File: src/rtl/mazegen_pkg.sv
// mazegen_pkg: shared state enum, seed constants and LFSR step for the maze generator controller
package mazegen_pkg;
    typedef enum logic [1:0] {S_IDLE, S_RESET, S_WAIT, S_STREAM} state_t;
    localparam logic [15:0] SEED_INIT = 16'hACE1;
    localparam logic [15:0] LFSR_TAPS = 16'hB400;
    function automatic logic [15:0] lfsr16_next(input logic [15:0] s);
        return (s >> 1) ^ (s[0] ? LFSR_TAPS : 16'h0000);
    endfunction
endpackage

File: src/rtl/mazegen_ctrl_row_streamer.sv
// row_streamer: holds the captured maze and walks it out one row per valid/ready handshake
module row_streamer #(
    parameter int size = 16,
    parameter int N    = $clog2(size)
) (
    input  logic                 clk,
    input  logic                 rst,
    input  logic                 capture,
    input  logic [size*size-1:0] maze,
    input  logic                 active,
    input  logic                 row_ready,
    output logic                 row_valid,
    output logic [size-1:0]      row_data,
    output logic [N-1:0]         row_idx,
    output logic                 row_last,
    output logic                 last_acc
);
    localparam logic [N-1:0] LAST = N'(size - 1);
    logic [size*size-1:0] snap;
    // snapshot on capture, then advance the row pointer on every accepted row
    always_ff @(posedge clk or negedge rst) begin
        if (!rst) begin
            snap    <= '0;
            row_idx <= '0;
        end else if (capture) begin
            snap    <= maze;
            row_idx <= '0;
        end else if (active && row_ready) begin
            row_idx <= (row_idx == LAST) ? '0 : row_idx + 1'b1;
        end
    end
    assign row_valid = active;
    assign row_data  = snap[row_idx*size +: size];
    assign row_last  = active && row_idx == LAST;
    assign last_acc  = active && row_ready && row_idx == LAST;
endmodule

File: src/rtl/mazegen_ctrl.sv
// mazegen_ctrl: sequences seed load, generator reset, watchdogged wait and row streaming
module mazegen_ctrl import mazegen_pkg::*; #(
    parameter int          size       = 16,
    parameter int          N          = $clog2(size),
    parameter int          RST_CYCLES = 2,
    parameter int          TIMEOUT    = 20000,
    parameter logic [15:0] SEED_INIT  = mazegen_pkg::SEED_INIT
) (
    input  logic                 clk,
    input  logic                 rst,
    input  logic                 start,
    input  logic                 abort,
    input  logic                 seed_load,
    input  logic [15:0]          seed_in,
    output logic                 gen_rst,
    output logic [15:0]          gen_seed,
    input  logic                 gen_done,
    input  logic [size*size-1:0] gen_maze,
    output logic                 row_valid,
    input  logic                 row_ready,
    output logic [size-1:0]      row_data,
    output logic [N-1:0]         row_idx,
    output logic                 row_last,
    output logic                 busy,
    output logic                 frame_done,
    output logic                 timeout_err
);
    localparam int RW = $clog2(RST_CYCLES + 1);
    localparam int WW = $clog2(TIMEOUT + 1);
    state_t        state, nxt;
    logic [15:0]   seed_q;
    logic [RW-1:0] rcnt;
    logic [WW-1:0] wcnt;
    logic          capture, accept, tmo, last_acc;
    // next-state selection; abort overrides every other transition
    always_comb begin
        nxt     = state;
        capture = 1'b0;
        case (state)
            S_IDLE:   if (start && !seed_load) nxt = S_RESET;
            S_RESET:  if (rcnt == RW'(RST_CYCLES - 1)) nxt = S_WAIT;
            S_WAIT:   if (gen_done) begin
                          nxt     = S_STREAM;
                          capture = 1'b1;
                      end else if (wcnt == WW'(TIMEOUT - 1)) nxt = S_IDLE;
            S_STREAM: if (last_acc) nxt = S_IDLE;
            default:  nxt = S_IDLE;
        endcase
        if (abort && state != S_IDLE) begin
            nxt     = S_IDLE;
            capture = 1'b0;
        end
    end
    assign accept  = state == S_IDLE && start && !seed_load;
    assign tmo     = state == S_WAIT && !gen_done && !abort && wcnt == WW'(TIMEOUT - 1);
    assign gen_rst = state != S_WAIT;
    assign busy    = state != S_IDLE;
    // state register
    always_ff @(posedge clk or negedge rst) begin
        if (!rst) state <= S_IDLE;
        else      state <= nxt;
    end
    // seed LFSR, generator seed, phase counters and status flags
    always_ff @(posedge clk or negedge rst) begin
        if (!rst) begin
            seed_q      <= SEED_INIT;
            gen_seed    <= SEED_INIT;
            timeout_err <= 1'b0;
            frame_done  <= 1'b0;
            rcnt        <= '0;
            wcnt        <= '0;
        end else begin
            if (state == S_IDLE && seed_load) seed_q <= (seed_in == 16'h0) ? SEED_INIT : seed_in;
            else if (accept)                  seed_q <= lfsr16_next(seed_q);
            if (accept) gen_seed <= seed_q;
            timeout_err <= accept ? 1'b0 : (tmo ? 1'b1 : timeout_err);
            frame_done  <= state == S_STREAM && last_acc && !abort;
            rcnt        <= state == S_RESET ? rcnt + 1'b1 : '0;
            wcnt        <= state == S_WAIT ? wcnt + 1'b1 : '0;
        end
    end
    row_streamer #(.size(size), .N(N)) u_rows (
        .clk       (clk),
        .rst       (rst),
        .capture   (capture),
        .maze      (gen_maze),
        .active    (state == S_STREAM),
        .row_ready (row_ready),
        .row_valid (row_valid),
        .row_data  (row_data),
        .row_idx   (row_idx),
        .row_last  (row_last),
        .last_acc  (last_acc)
    );
endmodule

File: config.mk
export PLATFORM = sky130hd
export DESIGN_NAME = mazegen_ctrl
export DESIGN_NICKNAME = d
export VERILOG_FILES = /design/src/rtl/mazegen_pkg.sv /design/src/rtl/mazegen_ctrl_row_streamer.sv /design/src/rtl/mazegen_ctrl.sv
export SDC_FILE = /design/constraint.sdc
export NUM_CORES = 1
export LEC_CHECK = 0
export BUFFER_PORTS_ARGS = -buffer_cell sky130_fd_sc_hd__buf_2
export CELL_PAD_IN_SITES_DETAIL_PLACEMENT = 1
export CELL_PAD_IN_SITES_GLOBAL_PLACEMENT = 2
export CORE_ASPECT_RATIO = 0.7
export CORE_MARGIN = 10
export CORE_UTILIZATION = 30
export CTS_CLUSTER_SIZE = 14
export DETAILED_ROUTE_END_ITERATION = 16
export HOLD_SLACK_MARGIN = 0.12
export PLACE_DENSITY_LB_ADDON = 0.1
export SYNTH_ARGS = -nofsm -noshare
export SYNTH_HDL_FRONTEND = slang
export SYNTH_SLANG_ARGS = --single-unit
File: constraint.sdc
create_clock -name clk -period 4.95 [get_ports clk]
set_input_delay 1.2375 -clock clk [delete_from_list [all_inputs] [get_ports clk]]
set_output_delay 1.2375 -clock clk [all_outputs]
set_load 0.02 [all_outputs]
* After elaboration in Yosys (flattened, before gate mapping)
Cells that the tools add are included.
** Storage, ports and cells
- Output and inout port bits :: 42
- Bits in registers :: 313
- Bits of input ports :: 279
- Word-level logic and storage cells :: 69
** Cells by class
- Eq/ne operators :: 11
- Add/sub/neg operators :: 3
- Bitwise gates (word level) :: 1
- Shift operators :: 1
- Reduce and logical (&&, ||, !) cells :: 23
- Muxes and demuxes :: 21
** Operator list (number)
- indexed part select 256 x 9 -> 16 bit :: 1
- two-way mux 16 bit :: 4
- zero test 16 bit :: 1
- XOR 15 x 16 -> 16 bit :: 1
- adder 15 x 1 -> 15 bit, second input constant :: 1
- equality test 15 bit, second input constant :: 1
- two-way mux 15 bit :: 1
- two-way mux 2 bit :: 7
- logical AND 1 bit :: 13
- two-way mux 4 bit :: 3
- inequality test 3 bit, second input constant :: 3
- one-hot mux 2 bit (4 select lines) :: 1
- nonzero test 2 bit :: 4
- two-way mux 1 bit :: 5
- adder 4 x 1 -> 4 bit, second input constant :: 1
- equality test 2 x 1 -> 1 bit, second input constant :: 2
- equality test 2 bit, second input constant :: 2
- equality test 4 bit, second input constant :: 1
- inequality test 4 x 3 -> 1 bit, second input constant :: 1
- AND reduction 4 bit :: 1
- zero test 1 bit :: 3
- adder 2 x 1 -> 2 bit, second input constant :: 1
- zero test 2 bit :: 1
- inequality test 2 bit, second input constant :: 1

* Longest topological paths before layout
- Word-level depth :: 6
- Mapped depth :: 8
- Depth with buffers taken out :: 6

* Cells and area by module
Synthesis repeated with hierarchy kept, for this count alone.
** Second synthesis, totals
- Cell total of the unflattened synthesis :: 982
- Area, all modules :: 14307.5 sq um
** Modules (own cells, without submodules)
- row_streamer :: seq. area each 6506.2 sq um, area each 11787.6 sq um, cells an instance 740, instances 1
- mazegen_ctrl :: seq. area each 1346.3 sq um, area each 2519.9 sq um, cells an instance 242, instances 1

* Worst setup path before layout
OpenSTA, ideal clock, no wires.
- Path kind :: reg-to-output
- Start point :: register u_rows.row_idx[0]
- End point :: output row_data[12]
- Arrival :: 1.781 ns
- Stages on the path, launching flop included :: 6
- Data required time :: 3.713 ns
- Buffers on the path :: 2
- Setup slack :: 1.932 ns
- Path through :: dfrtp_1 -> buf_2 -> buf_2 -> mux4_2 -> a22oi_1 -> nand2_1
** On the way
- Word-level cells in the longest chain between the ends :: 1
** Ends and longest elaborated chain
- from (decl) :: line mazegen_ctrl_row_streamer.sv:14 : output logic [N-1:0] row_idx,
- from (signal assigned) :: line mazegen_ctrl_row_streamer.sv:29 : row_idx <= (row_idx == LAST) ? '0 : row_idx + 1'b1;
- indexed part select 256 x 9 -> 16 bit :: line mazegen_ctrl_row_streamer.sv:33 : assign row_data = snap[row_idx*size +: size];
- to (decl) :: line mazegen_ctrl.sv:21 : output logic [size-1:0] row_data,
Every way passes these cells.

* Final worst setup path
- Start point :: register u_rows.row_idx[0]
- End point :: output row_data[10]
Same word-level chain as after synthesis.

==> flow_summary.json <==
{
  "outcome": "finished clean",
  "critPathKind": "reg -> out",
  "antenna_cells": 0,
  "holdWs_ns": 0.440,
  "critPathBufInv": 1,
  "start_util_pct": 30.3,
  "synth_fa_ha_area_share_pct": 0.268,
  "syn_inst": 1498,
  "cts_buffer_depth": 3,
  "cp_max_fo": 30,
  "grt_max_degree": 104,
  "setup_slack_ns": 0.636,
  "cts_hold_buf": 0,
  "hold_viol": 0,
  "crit_arrival_ns": 3.08,
  "drv_cap": 0,
  "powerDensity_mw_per_mm2": 638,
  "synth_top_area_share_pct": 53.0,
  "cts_tree": "done",
  "avgRoutedWirePerCell_microns": 21.4,
  "synth_nets": 1780,
  "layout.nets": 2072,
  "drt_iter0_drc": 673,
  "critPathTopFamily": "flip-flops",
  "grt_pass1_wl_microns": 79200,
  "num-fill-cells": 5346,
  "root_buffer": "clkbuf_16",
  "num_vias": 11400,
  "crit_path_max_incr_delay_ns": 0.84,
  "synth_common_cells": "nand2_1 (865), dfrtp_1 (297), mux4_2 (64)",
  "slew_headroom_pct": 27.4,
  "drtPass1Iterations": 7,
  "grt.overflow.total": 0,
  "timing.final.crit_share_pct": 87.1,
  "drive_gt1_share_pct": 27.1,
  "synth-compound-area-share_pct": 2.75,
  "synth_flop_cell": "dfrtp_1",
  "hpwlAfterDp_microns": 39700,
  "synth_cell_type_count": 40,
  "critPathLaunchType": "flip-flop",
  "cp_slowest_cell": "dfrtp_4",
  "hold_path.class": "reg -> reg",
  "coreArea_sq_mm": 0.0463,
  "p_leak_nw": 9.19,
  "drc": 0,
  "clk_latency_ns": 0.52,
  "syn-cell-area_sq_mm": 0.0140,
  "boundaryPins": 321,
  "synth.most_common_cell": "nand2_1",
  "clock.fmax_ghz": 0.232,
  "clk_pin_slew_worst_paths_ns": 0.06,
  "synth_area_leader_cell": "dfrtp_1",
  "ys.warnings.count": 0,
  "async_flop_share_pct": 100,
  "chipWidth_microns": 278,
  "grtUsageTotal_pct": 18.4,
  "drtAntennaViolNets": 0,
  "fin_tns_setup_ns": 0,
  "area_growth_pct": 25.2,
  "worstPathRequired_ns": 3.71,
  "yosys-mux-area-fraction_pct": 10.3,
  "synth_edf_count": 0,
  "crit_path_end_kind": "output pin",
  "dieArea_sq_mm": 0.0559,
  "synth_area_leaders": "dfrtp_1 (53%), nand2_1 (23%), mux4_2 (10%)",
  "synth_top_family_by_area": "simple AND/OR/NAND/NOR gates",
  "cts.sinks": 313,
  "grt_pass1_vias": 12800,
  "htree_levels": 2,
  "gp_congestion": 0.857,
  "cts_buffers": 36,
  "ys_seq_area_share_pct": 56.0,
  "worst_slew_pin_slew_ns": 1.09,
  "routed_wl_microns": 51900,
  "rsz0062_at_grt": "no",
  "fp-row-count": 66,
  "vias_per_cell": 4.71,
  "setup_viol": 0,
  "antenna_found_initial": 2,
  "fin_skew_ns": 0.0113,
  "detailedPlace.worstSlack_ns": 1.17,
  "io_buffers": 320,
  "ctsResizeCount": 0,
  "synth.avg_cell_area_sq_um": 9.36,
  "synth_xor_area_share_pct": 0.999,
  "die_y_microns": 201,
  "post_cts_buffers": 0,
  "peakVddDrop_uv": 238,
  "ys_seq_elements": 313,
  "fin_crit_ns": 4.31,
  "crit_chain": "mux4_2, a22oi_1, nand2_1, buf_2",
  "finalMaxSlewViolations": 0,
  "yosys.area_share.simple_pct": 26.3
}
cell usage in the layout, fill, tap and decap left out, drive strengths merged, types with 3 or more instances in the layout:
cell and n:
nor4 8, nand4 5, ha 3, buf 345
inv 8, nand2b 4, clkinvlp 4, a22oi 34
xor2 6, mux4 64, dfrtp 297, clkbuf 45
nor2 24, o21ai 11, bufinv 8, dfstp 16
a21oi 4, nor3 6, xnor2 10, nand2 865
clkinv 7, nand3 21, or3 3
per-layer routing:
metal	routed length (microns)	track usage (%)
met3	2820	4.48
met1	23100	24.0
met4	907	3.91
met2	25100	30.5
met5	0	0
per-stage QoR:
step                      total power [mW]  area (sq um)  instances  util (%)
after global placement                8.22         16200       2364      35.0
after global routing                  12.0         17600       2428      37.9
after floorplan                       6.82         14000       1498         -
after detailed placement              8.31         16200       2364      35.0
after CTS                             11.4         17600       2428      37.9
final                                 11.2         17600       2428      37.9
sequential cells by signal, summed over array words and instances (netlist names), 2 cells and up:
register,cells
rcnt,2
seed_q,16
u_rows.row_idx,4
u_rows.snap,256
gen_seed,16
state,2
wcnt,15
worst paths after layout:
path / startpoint / to / slack [ns] / depth (start not counted)
worst min register to register: rcnt[0] / rcnt[0] / 0.44 / 1
worst max-delay path: u_rows.row_idx[0] / row_data[10] / 0.64 / 4
min in group asynchronous: rst / gen_seed[9] / 0.77 / 1
worst max register to register: state[0] / u_rows.snap[6] / 2.00 / 5
worst min-delay path: rcnt[0] / rcnt[0] / 0.44 / 1
max in group asynchronous: rst / u_rows.snap[216] / 3.03 / 2
kinds of logic after synthesis:
kind of cell	after synthesis
simple gates	947
flops	313
buf+inv	99
mux	64
compound gates	56
xor+xnor	16
fa+ha+maj	3
power by group:
part | internal (mW) | total (mW) | switching [mW] | leakage (nW)
combinational | 1.54 | 3.45 | 1.91 | 4.55
sequential | 3.81 | 4.77 | 0.962 | 3.99
clock | 1.87 | 2.99 | 1.11 | 0.643
final cells by class:
| class | instances | area [sq um] | area share (%) |
|---|---|---|---|
| clock inverter | 19 | 309 | 1.76 |
| sequential | 313 | 7860 | 44.8 |
| clock buffer | 45 | 1020 | 5.79 |
| tap | 612 | 766 | 4.36 |
| inverter | 8 | 30.0 | 0.171 |
| timing repair buffer | 345 | 1870 | 10.7 |
| multi-input combinational | 1086 | 5700 | 32.5 |
Power figures use the tool's default switching activity.
